## src/rtl/shift_link_pkg.sv

```systemverilog
// shift_link_pkg: shared types and helpers for the shift-register serial link blocks
// Contents: piso_state_t (transmitter FSM states) and cnt_w (bit counter width).
package shift_link_pkg;
    typedef enum logic {IDLE, SHIFT} piso_state_t;
    localparam int DEFAULT_DATA_WIDTH = 8;
    function automatic int cnt_w(input int w);
        return $clog2(w);
    endfunction
endpackage

```

## src/rtl/piso_tx.sv

```systemverilog
// piso_tx: parallel-in serial-out transmitter with valid/ready word intake
// Ports: clk, reset (async, active-high); par_valid/par_ready/par_data word handshake;
//        serial_out/serial_valid bit stream; frame_start/frame_done first/last-bit pulses;
//        busy high while a word is being shifted.
module piso_tx
    import shift_link_pkg::*;
#(
    parameter int DATA_WIDTH = DEFAULT_DATA_WIDTH,
    parameter bit MSB_FIRST  = 1'b1
) (
    input  logic                  clk,
    input  logic                  reset,
    input  logic                  par_valid,
    output logic                  par_ready,
    input  logic [DATA_WIDTH-1:0] par_data,
    output logic                  serial_out,
    output logic                  serial_valid,
    output logic                  frame_start,
    output logic                  frame_done,
    output logic                  busy
);
    localparam int CW = cnt_w(DATA_WIDTH);
    localparam logic [CW-1:0] LAST = CW'(DATA_WIDTH - 1);
    piso_state_t           state;
    logic [CW-1:0]         cnt;
    logic [DATA_WIDTH-1:0] sh;
    logic                  last;
    logic                  accept;
    // cnt is the index of the bit currently on serial_out; the first bit
    // goes straight to serial_out at load, so sh holds only the remainder.
    assign last      = state == SHIFT && cnt == LAST;
    assign par_ready = state == IDLE || last;
    assign accept    = par_valid && par_ready;
    assign busy      = state == SHIFT;
    always_ff @(posedge clk or posedge reset) begin
        if (reset) begin
            state        <= IDLE;
            cnt          <= '0;
            sh           <= '0;
            serial_out   <= 1'b0;
            serial_valid <= 1'b0;
            frame_start  <= 1'b0;
            frame_done   <= 1'b0;
        end else if (accept) begin
            state        <= SHIFT;
            cnt          <= '0;
            sh           <= MSB_FIRST ? par_data << 1 : par_data >> 1;
            serial_out   <= MSB_FIRST ? par_data[DATA_WIDTH-1] : par_data[0];
            serial_valid <= 1'b1;
            frame_start  <= 1'b1;
            frame_done   <= 1'b0;
        end else if (state == SHIFT && !last) begin
            cnt          <= cnt + 1'b1;
            sh           <= MSB_FIRST ? sh << 1 : sh >> 1;
            serial_out   <= MSB_FIRST ? sh[DATA_WIDTH-1] : sh[0];
            frame_start  <= 1'b0;
            frame_done   <= cnt == LAST - 1'b1;
        end else begin
            state        <= IDLE;
            cnt          <= '0;
            serial_out   <= 1'b0;
            serial_valid <= 1'b0;
            frame_start  <= 1'b0;
            frame_done   <= 1'b0;
        end
    end
endmodule

```

## config.mk

```make
export PLATFORM = sky130hd
export DESIGN_NAME = piso_tx
export DESIGN_NICKNAME = d
export VERILOG_FILES = /design/src/rtl/shift_link_pkg.sv /design/src/rtl/piso_tx.sv
export SDC_FILE = /design/constraint.sdc
export NUM_CORES = 1
export LEC_CHECK = 0
export ABC_CLOCK_PERIOD_IN_PS = 2000
export CORE_UTILIZATION = 46
export CTS_CLUSTER_DIAMETER = 200
export DETAILED_ROUTE_END_ITERATION = 6
export PLACE_DENSITY = 0.84
export SETUP_SLACK_MARGIN = 0.05
export SKIP_LAST_GASP = 1
export SLEW_MARGIN = 30
export SYNTH_ARGS = -nofsm -noshare
export SYNTH_HDL_FRONTEND = slang
export SYNTH_SLANG_ARGS = --single-unit
```

## constraint.sdc

```tcl
create_clock -name clk -period 2 [get_ports clk]
set_clock_uncertainty 0.1 [all_clocks]
set_input_delay 0.3 -clock clk [delete_from_list [all_inputs] [get_ports clk]]
set_output_delay 0.3 -clock clk [all_outputs]
set_load 0.02 [all_outputs]
```

Word-level counts from Yosys, hierarchy flattened:

Index checks and enable logic that the tools add are counted.

* add/sub/neg operators: 1
* $mul: 0
* divide/modulo/power cells: 0
* magnitude comparators: 0
* equality and inequality tests: 3
* shift-type cells: 0
* muxes and demuxes: 11
* bitwise logic cells: 1
* reduce and logical (&&, ||, !) cells: 6

Operators with widths (number)
* $mux W8: 2
* $mux W1: 7
* $eq A3 B3 Y1 const B: 2
* $mux W3: 2
* $add A3 B1 Y3 const B: 1
* $logic_and A1 B1 Y1: 3
* $ne A2 B2 Y1 const B: 1
* $reduce_bool A2 Y1: 1
* $logic_not A1 Y1: 1
* $logic_or A1 B1 Y1: 1
* $not A1 Y1: 1

* register bits: 15
* latch bits: 0
* memory bits (writable): 0
* ROM bits: 0
* input bits: 11
* output and inout bits: 6
* logic and storage cells: 28
* memories kept: 0

Longest topological paths before layout:

Gate-level depths: netlist of the first run.

* word-level depth: 6
* mapped depth: 6
* gate-level depth less buffers: 5

Worst setup path after synthesis of the first run:

OpenSTA, ideal clock, no wires.

* path type: flip-flop to flip-flop
* from: register cnt[0]
* to: register sh[2]
* library setup time: 0.125 ns
* arrival: 1.395 ns
* data required time: 1.775 ns
* setup slack: 0.380 ns
* cell stages (with the launch flop): 7
* path buffers: 1
* period minus slack after synthesis: 1.620 ns
* path through: dfrtp_1 ha_1 ha_1 nor2b_4 inv_2 buf_6 mux2_4

* word-level cells in the longest chain between the ends: 5
* elaborated cells between the ends (all ways): 8
* those cells by class: eq/ne (1); mux (1); reduce/logical (6)

RTL lines
* from (decl): RTL line piso_tx.sv:25 `logic [CW-1:0] cnt;`
* from (signal assigned): RTL line piso_tx.sv:53 `cnt <= cnt + 1'b1;`
* $eq A3 B3 Y1 (*): RTL line piso_tx.sv:31 `assign last = state == SHIFT && cnt == LAST;`
* $logic_and A1 B1 Y1 (*): RTL line piso_tx.sv:31
* $logic_or A1 B1 Y1 (*): RTL line piso_tx.sv:32 `assign par_ready = state == IDLE || last;`
* via par_ready: RTL line piso_tx.sv:14 `output logic par_ready,`
* $logic_and A1 B1 Y1 (*): RTL line piso_tx.sv:33 `assign accept = par_valid && par_ready;`
* $mux W8 / $reduce_bool A2 Y1 (equally long branches)
* to (signal assigned): RTL line piso_tx.sv:47 `sh <= MSB_FIRST ? par_data << 1 : par_data >> 1;`
* to (signal assigned): RTL line piso_tx.sv:54 `sh <= MSB_FIRST ? sh << 1 : sh >> 1;`
* to (decl): RTL line piso_tx.sv:26 `logic [DATA_WIDTH-1:0] sh;`

The timed path passes the listed nets; every way through them passes the cells marked *.
A chain may end at the register's enable or synchronous reset.

Worst setup path in the final report of the first run:

* from: register cnt[0]
* to: output port par_ready

* word-level cells in the longest chain between the ends: 3

RTL lines (RTL line)
* $eq A3 B3 Y1: piso_tx.sv:31
* $logic_and A1 B1 Y1: piso_tx.sv:31
* $logic_or A1 B1 Y1: piso_tx.sv:32
* to (decl): piso_tx.sv:14

No other way between the ends.

==> run metrics, run 1 <==
Slowest-stage cell, CP=dfrtp_1; Synth Warn #=0; total of max-cap violations=0; met3 GRT Util=3.33%; ys flop type=dfrtp_1; critical path arrival=1480 ps; number of synthesized register bits=14; Comb pwr share=43.0%; via count=391; number of flops mapped to enable cells by yosys=0; status=completed; CTS max path bufs=2; Hold Path Class=primary input to async pin; DRC viols=0; Num CTS Buffers=3; routing usage on met2=20.6%; die area=1640 µm²; Core Box Area=1330 µm²; top-count cell post-synth=dfrtp_1; CTS root buf=clkbuf_4; global-route wire length before repair=1460 µm; Gate Count Post-Synth=47; Clk pwr share=17.5%; Rel. slew slack=66.1%; smallest hold slack=251 ps; commonest cells in the netlist=dfrtp_1, mux2_4, ha_1, nor2_1; CP Class=flip-flop to primary output; CTS tree=done; share of the synthesized area in the top cell type=51.4%; switching power=0.328 mW; setup violators final=0; post-synthesis sequential area ratio=51.4%; async set-reset flop share out of synthesis=100%; post-DP HPWL=709 µm; worst path buffer plus inverter count=2; Max Fclk=533 MHz; Int Pwr=0.778 mW; CP Launch Point=cnt[0]; CP max FO=3; placed cell area=853 µm²; critical path's largest stage delay=400 ps; DR iter-0 viols=3; Final TNS setup=0 ps; antenna viol nets, final=0; Syn Area/Cell=14.5 µm²; FF-to-FF path depth=6; RSZ-0062 raised after global routing=false; Slew @ Worst Pin=508 ps; detailed-route wire length=977 µm; M1 GR Usage=20.1%; Top Usage Layer GRT=met2; CP delay by family, top=flip-flops; DRT Pass-1 Iters=2; Worst-path clk slew=90 ps; Die H=40.5 µm; pin count of the biggest net entering global routing=15; maximum vdd drop=0.000572 V; Crit. End Element=primary output; Row Count=13; switching part of the total power=29.6%; Pleak=0.446 nW; GRT Overall Usage=13.7%; final net count=82; pwr dens=1240 nW/µm²; Synthesized Nets=61; GR Overflow Total=0; R2R Path Start=cnt[0]; Crit path depth=5; Worst-Skew Late Latency=270 ps; Synth cell types=17; # diodes=0; Initial Util=51.1%; vias in the first global route=322; H-tree Lvls=1; vias per std cell=4.77; Port Buffers=16; share of cells above drive strength 1=34.3%; Clock Sinks=14; routed length per instance=11.9 µm; Tmin final=1880 ps; io pins=17; Cell Chain, Critical Path=ha_1, ha_2, nor2b_4, inv_2, clkdlybuf4s15_2; Tcrit/Tclk final=93.8%; synthesized area=682 µm²; CP required=1600 ps; Flop pwr share=39.5%; Hold Fails Final Rpt=0; design area=893 µm²; Layout area overhead=31.0%; initial antenna violation count=0; Final Max Slew Viols=0; Placer Congestion=0.658; top cells by area, synth=dfrtp_1, mux2_4, ha_1; CP startpoint kind=flip-flop; post-synth top area cell=dfrtp_1; DIE WIDTH=40.5 µm
final cells by class:
class / count / area (µm²)
clock buffers: 4 / 36.3
fillers: 96 / 440
inverters: 3 / 11.3
multi-input cells: 27 / 293
flip-flops and latches: 14 / 350
well taps: 15 / 18.8
repair buffers: 19 / 184
metal layers:
layer	share of wire [%]	vias to the layer above
met5	0	-
met4	0	0
met3	5.4	0
met2	47	13
met1	48	182
li1	-	196
through the flow:
step	instances	util [%]	setup WS, ps	total power, mW
global route	82	67.0	61.9	1.20
floorplan	47	-	380	0.780
finish	82	67.0	123	1.11
CTS	82	66.8	75.4	1.12
detailed placement	78	64.0	99.4	0.922
global placement	78	64.0	141	0.910
cells in the final DEF, fill, tap and decap left out:
cell type,Yosys,final
inv_1,2,2
nand2b_1,1,1
mux2_4,11,11
clkbuf_4,0,3
dfrtp_1,14,14
mux2i_1,1,1
nor2_1,3,3
nand2_1,1,1
and3_1,1,1
ha_1,3,2
ha_2,0,1
nand3b_1,1,1
o21ai_0,1,1
clkbuf_8,0,1
mux2_2,1,1
clkdlybuf4s50_1,0,15
buf_4,1,3
nor2b_4,1,1
and2_1,2,2
clkdlybuf4s15_2,0,1
inv_2,1,1
worst paths after layout:
| check | end | slack [ps] |
|---|---|---|
| max in group asynchronous | sh[3] | 1200 |
| min in group clk | cnt[0] | 360 |
| setup / recovery | par_ready | 120 |
| hold reg to reg | cnt[0] | 360 |
| setup reg to reg | sh[2] | 330 |
| hold / removal | sh[7] | 250 |
registers in the layout (all words and copies together) (netlist names):
name,cells
sh,7
cnt,3
busy,1
frame_done,1
frame_start,1
serial_out,1
logic make-up after synthesis:
family / after synthesis / share of synthesized area (%)
AOI/OAI and AO/OA: 1 / 0.733
adders and majority gates: 3 / 5.51
buffers and inverters: 6 / 6.06
DFF: 14 / 51.4
muxes: 13 / 27.3
and+or+nand+nor: 10 / 8.99
power by group through the flow:
stage	clock, mW	sequential (mW)	combinational [mW]
final	0.194	0.437	0.475
after global placement	0	0.439	0.471
after detailed placement	0	0.444	0.478
after CTS	0.201	0.438	0.480
after global routing	0.217	0.448	0.533
after floorplan	0	0.459	0.321
timing repair:
item / CTS / global route
resized for setup: 3 / 1
hold buffers: 0 / 0
setup endpoints to repair: 1 / 1
setup buffers: 0 / 0
endpoints found under the hold margin: 0 / 0
Power figures use the tool's default switching activity.
==> run 2, diff against run 1 <==
TNS_END_PERCENT = 20   (was default)
==> results of run 2 <==
Final layout, timing and power as in run 1 (identical DEF).
==> run 3, diff against run 2 <==
CTS_CLUSTER_SIZE = 30   (was default)
PLACE_DENSITY = default   (was 0.84)
PLACE_DENSITY_LB_ADDON = 0.05   (was default)
==> run 3 against run 2 <==
  * Sequential power grew 1%
  * Global-route usage rose by 4.6 points
  * Worst setup slack better by 23 ps
  * Maximum frequency increased by 1.2%
  * Via count rose by 3.6%
  * Critical path depth is the same
  * Total power decreased by 3.1%
  * Combinational power is 1% higher
  * Core utilization fell by 0.84 points
  * Sequential share of layout area is 0.50 points higher
  * Critical path type unchanged
==> run metrics, run 3 (same netlist as run 1, synthesis figures left out) <==
commonest non-fill, non-tap cell in the layout=clkdlybuf4s50_1; maximum vdd drop=0.000632 V; routing usage on met2=33.3%; Top Usage Layer GRT=met2; CP Class=flip-flop to primary output; Crit path depth=5; Slowest-stage cell, CP=dfrtp_1; FF-to-FF path depth=6; commonest non-fill, non-tap cells in the layout=clkdlybuf4s50_1, dfrtp_1, mux2_4; Hold Path Class=primary input to async pin; M1 GR Usage=20.6%; GRT Overall Usage=18.3%; DRC viols=0; Largest Register=sh; DR iter-0 viols=1; Comb pwr share=45.0%; Int Pwr=0.740 mW; final net count=82; global-route wire length before repair=1860 µm; Tmin final=1850 ps; detailed-route wire length=1160 µm; met3 GRT Util=3.33%; critical path arrival=1450 ps; H-tree Lvls=1; Hold Fails Final Rpt=0; CTS root buf=clkbuf_4; R2R Path Start=cnt[0]; antenna viol nets, final=0; RSZ-0062 raised after global routing=false; CP Launch Point=cnt[0]; setup violators final=0; Clock Sinks=14; CP startpoint kind=flip-flop; most frequent CP cell=ha_2; Largest register FFs=7; Worst-path clk slew=80 ps; post-DP HPWL=937 µm; register area=350 µm²; total of max-cap violations=0; Worst-Skew Late Latency=270 ps; Port Buffers=16; DRT Pass-1 Iters=2; pwr dens=1210 nW/µm²; CTS max path bufs=2; critical path's largest stage delay=400 ps; Hold Buf Count CTS=0; CP delay by family, top=flip-flops; Final TNS setup=0 ps; pin count of the biggest net entering global routing=15; Num CTS Buffers=3; Rel. slew slack=67.2%; io pins=17; Setup Fix Bufs, Post-CTS=0; Initial Util=51.1%; Final Total Pwr=1.07 mW; Placer Congestion=0.705; die area=1640 µm²; switching part of the total power=30.9%; CP required=1600 ps; Layout area overhead=29.4%; routed length per instance=14.4 µm; CP max FO=3; final core area utilization=66.1%; Slew @ Worst Pin=492 ps; share of cells above drive strength 1=34.8%; Flop pwr share=41.4%; vias in the first global route=426; Die H=40.5 µm; Crit. End Element=primary output; Max Fclk=540 MHz; switching power=0.331 mW; fillers=98; Top Registers=sh (7), cnt (3); Core Box Area=1330 µm²; DIE WIDTH=40.5 µm; area occupied by multi-input gates=295 µm²; # diodes=0; status=completed; vias per std cell=5.00; Pleak=0.437 nW; CTS tree=done; Final Max Slew Viols=0; Tcrit/Tclk final=92.7%; initial antenna violation count=0; Clk pwr share=13.6%; GR Overflow Total=0; Cell Chain, Critical Path=ha_2, ha_2, nor2b_4, inv_2, clkdlybuf4s15_2; via count=405; worst path buffer plus inverter count=2; Row Count=13
## run 3: changes by cell type in the layout (fill, tap and decap cells not counted), sizes merged
cell / change
clkbuf: -1
## run 3: cell type report
type                       instances  area share (%)
tap                               15            2.13
clock buffer                       3            2.55
sequential                        14            39.7
timing repair buffer              19            20.9
multi-input combinational         27            33.5
inverter                           3            1.28
## run 3: worst paths after layout
check	to	slack, ps
worst max-delay path	par_ready	150
worst min-delay path	sh[7]	270
worst max register to register	sh[5]	360
worst min register to register	cnt[0]	370
max in group asynchronous	sh[4]	1190
min in group clk	cnt[0]	370
## run 3: what timing repair did
action,in CTS,in global routing
endpoints found under the setup margin,1,1
resized for setup,3,2
endpoints found under the hold margin,0,0
## run 3: power by group through the flow
stage / registers, mW / clock network (mW) / logic (mW)
after floorplan: 0.459 / 0 / 0.321
after detailed placement: 0.449 / 0 / 0.486
after global routing: 0.455 / 0.169 / 0.538
final: 0.443 / 0.146 / 0.482
after CTS: 0.443 / 0.152 / 0.487
after global placement: 0.438 / 0 / 0.465
## run 3: worst reg2reg max path, stage by stage (launching register included)
cell and delay (ps):
dfrtp_1 400, ha_2 200, ha_2 190, nor2b_4 120, inv_2 40, buf_4 170, mux2_4 310
## run 3: metrics by stage
step | instance area [µm²] | cells | worst slack (ps) | hold WS [ps]
2_1_floorplan | 682 | 47 | 380 | 89.2
3_3_place_gp | 853 | 78 | 128 | 341
3_5_place_dp | 853 | 78 | 81.7 | 367
4_1_cts | 877 | 81 | 63.5 | 296
5_1_grt | 882 | 81 | 71.2 | 335
6_report | 882 | 81 | 147 | 273
## run 3: layer usage
layer	vias to the layer above	wire, µm
met5	-	0
met2	12	644
met3	2	56
met4	0	7
li1	191	-
met1	200	455
==> patch (settings of run 3) <==
The package constant `DEFAULT_DATA_WIDTH` goes from 8 to 9.
--- a/src/rtl/shift_link_pkg.sv
+++ b/src/rtl/shift_link_pkg.sv
@@ -2,7 +2,7 @@
 // Contents: piso_state_t (transmitter FSM states) and cnt_w (bit counter width).
 package shift_link_pkg;
     typedef enum logic {IDLE, SHIFT} piso_state_t;
-    localparam int DEFAULT_DATA_WIDTH = 8;
+    localparam int DEFAULT_DATA_WIDTH = 9;
     function automatic int cnt_w(input int w);
         return $clog2(w);
     endfunction
Interface: changed (resized par_data); port bits go from 17 to 18. The function was not compared with the original's and may differ.
==> patch against run 3 <==
Die area is 11% higher; sequential cell count is 2 higher; routed wire length is 4.1% lower; count of clock-buffer cells in the layout is 1 higher; setup slack better by 0.11 ns; sequential power is 19% higher; design area is 9.8% higher; cell count is 15% higher; synthesized area is 12% higher; total power is 12% higher.
==> patch: results (changes against run 3) <==
The sequential group power came out at 529 uW (+19%). The proportion of layout cells with a drive suffix above 1 is 0.299 (-0.0498). The final weighted congestion in routability-driven placement came to 0.703 (-0.28%).

The largest net degree at the start of global routing is 17 (+2). The total global routing track utilization was 0.149 (-0.0344). The multi-input logic area came out at 313 um2 (+5.9%). The final-layout fill cell count is 130 (+33%).

The uppermost layer routed is met3. The clock-pin transition on the worst setup and hold timing paths came to 0.10 ns (+0.02 ns). The areal power density over the cells came out at 1240 nW/um2 (+1.9%). The wire length of the first global-routing pass was 1940 um (+4.0%). The maximum resistive drop on vdd came out at 0.760 mV (+20%). The mean number of vias per cell is 4.84 (-3.2%). The total routed wire length on the met1 layer came out at 509 um (+12%). The total cell area at the placement stage came out at 937 um2 (+9.8%). The commonest cells after synthesis are sky130_fd_sc_hd__dfrtp_1, sky130_fd_sc_hd__mux2_2, sky130_fd_sc_hd__inv_1, sky130_fd_sc_hd__mux2_4, sky130_fd_sc_hd__nor2_1. The run finished with clean final reports. The kind of cell with the highest combined delay on the critical path is buffers and inverters.

The count of cells resized by post-cts repair is 1 (-2). The average routed wire per standard cell is 12.0 um (-16%). The top fanout value on the critical path is 4 (+1). The arrival time at the worst endpoint is 1.34 ns (-0.11 ns). The number of distinct library cell variants in the gate-level netlist after synthesis came out at 19 (+2). The leakage power came out at 0.467 nW (+7.0%). The fraction of met1 tracks used by global routing is 0.183 (-0.0230).
-- patch: changes by cell type after synthesis, moves of 2 or more --
cell	before	now
sky130_fd_sc_hd__dfrtp_1	14	16
sky130_fd_sc_hd__inv_1	2	5
sky130_fd_sc_hd__mux2_2	1	9
sky130_fd_sc_hd__mux2_4	11	5
-- patch: worst reg2reg max path, delay by kind of cell (launching register included) --
kind	cells	cell delay, ns
buffers and inverters	2	0.30
adders and majority gates	1	0.16
AOI/OAI and AO/OA	1	0.13
muxes	1	0.36
and+or+nand+nor	1	0.07
DFF	1	0.43
-- patch: worst max-delay path by stage --
| stage | startpoint | endpoint | slack, ns | cells after the start |
|---|---|---|---|---|
| 6_report | busy | busy | 0.26 | 1 |
| 3_5_place_dp | par_valid | sh[4] | 0.11 | 4 |
| 2_1_floorplan | cnt[0] | sh[2] | 0.43 | 6 |
| 4_1_cts | cnt[0] | par_ready | 0.09 | 5 |
| 3_3_place_gp | par_valid | sh[5] | 0.13 | 4 |
| 5_1_grt | cnt[0] | par_ready | 0.17 | 5 |
-- patch: area by class of cell --
cell class,instances,area share
Inverter,5,0.0194
Clock buffer,4,0.0375
Timing Repair Buffer,19,0.186
Sequential cell,16,0.413
Multi-Input combinational cell,33,0.323
Tap cell,16,0.0207
-- patch: kinds of logic after synthesis --
family,count (synthesis),synth area share
fa+ha+maj,2,0.0328
mux,15,0.245
buf+inv,8,0.0640
flops,16,0.525
compound gates,2,0.0279
simple gates,12,0.0821
xor+xnor,2,0.0230
-- patch: through the flow --
stage          worst slack [ns]  instances
2_1_floorplan             0.434         57
3_3_place_gp              0.128         89
3_5_place_dp              0.114         89
4_1_cts                  0.0902         93
5_1_grt                   0.166         93
6_report                  0.260         93
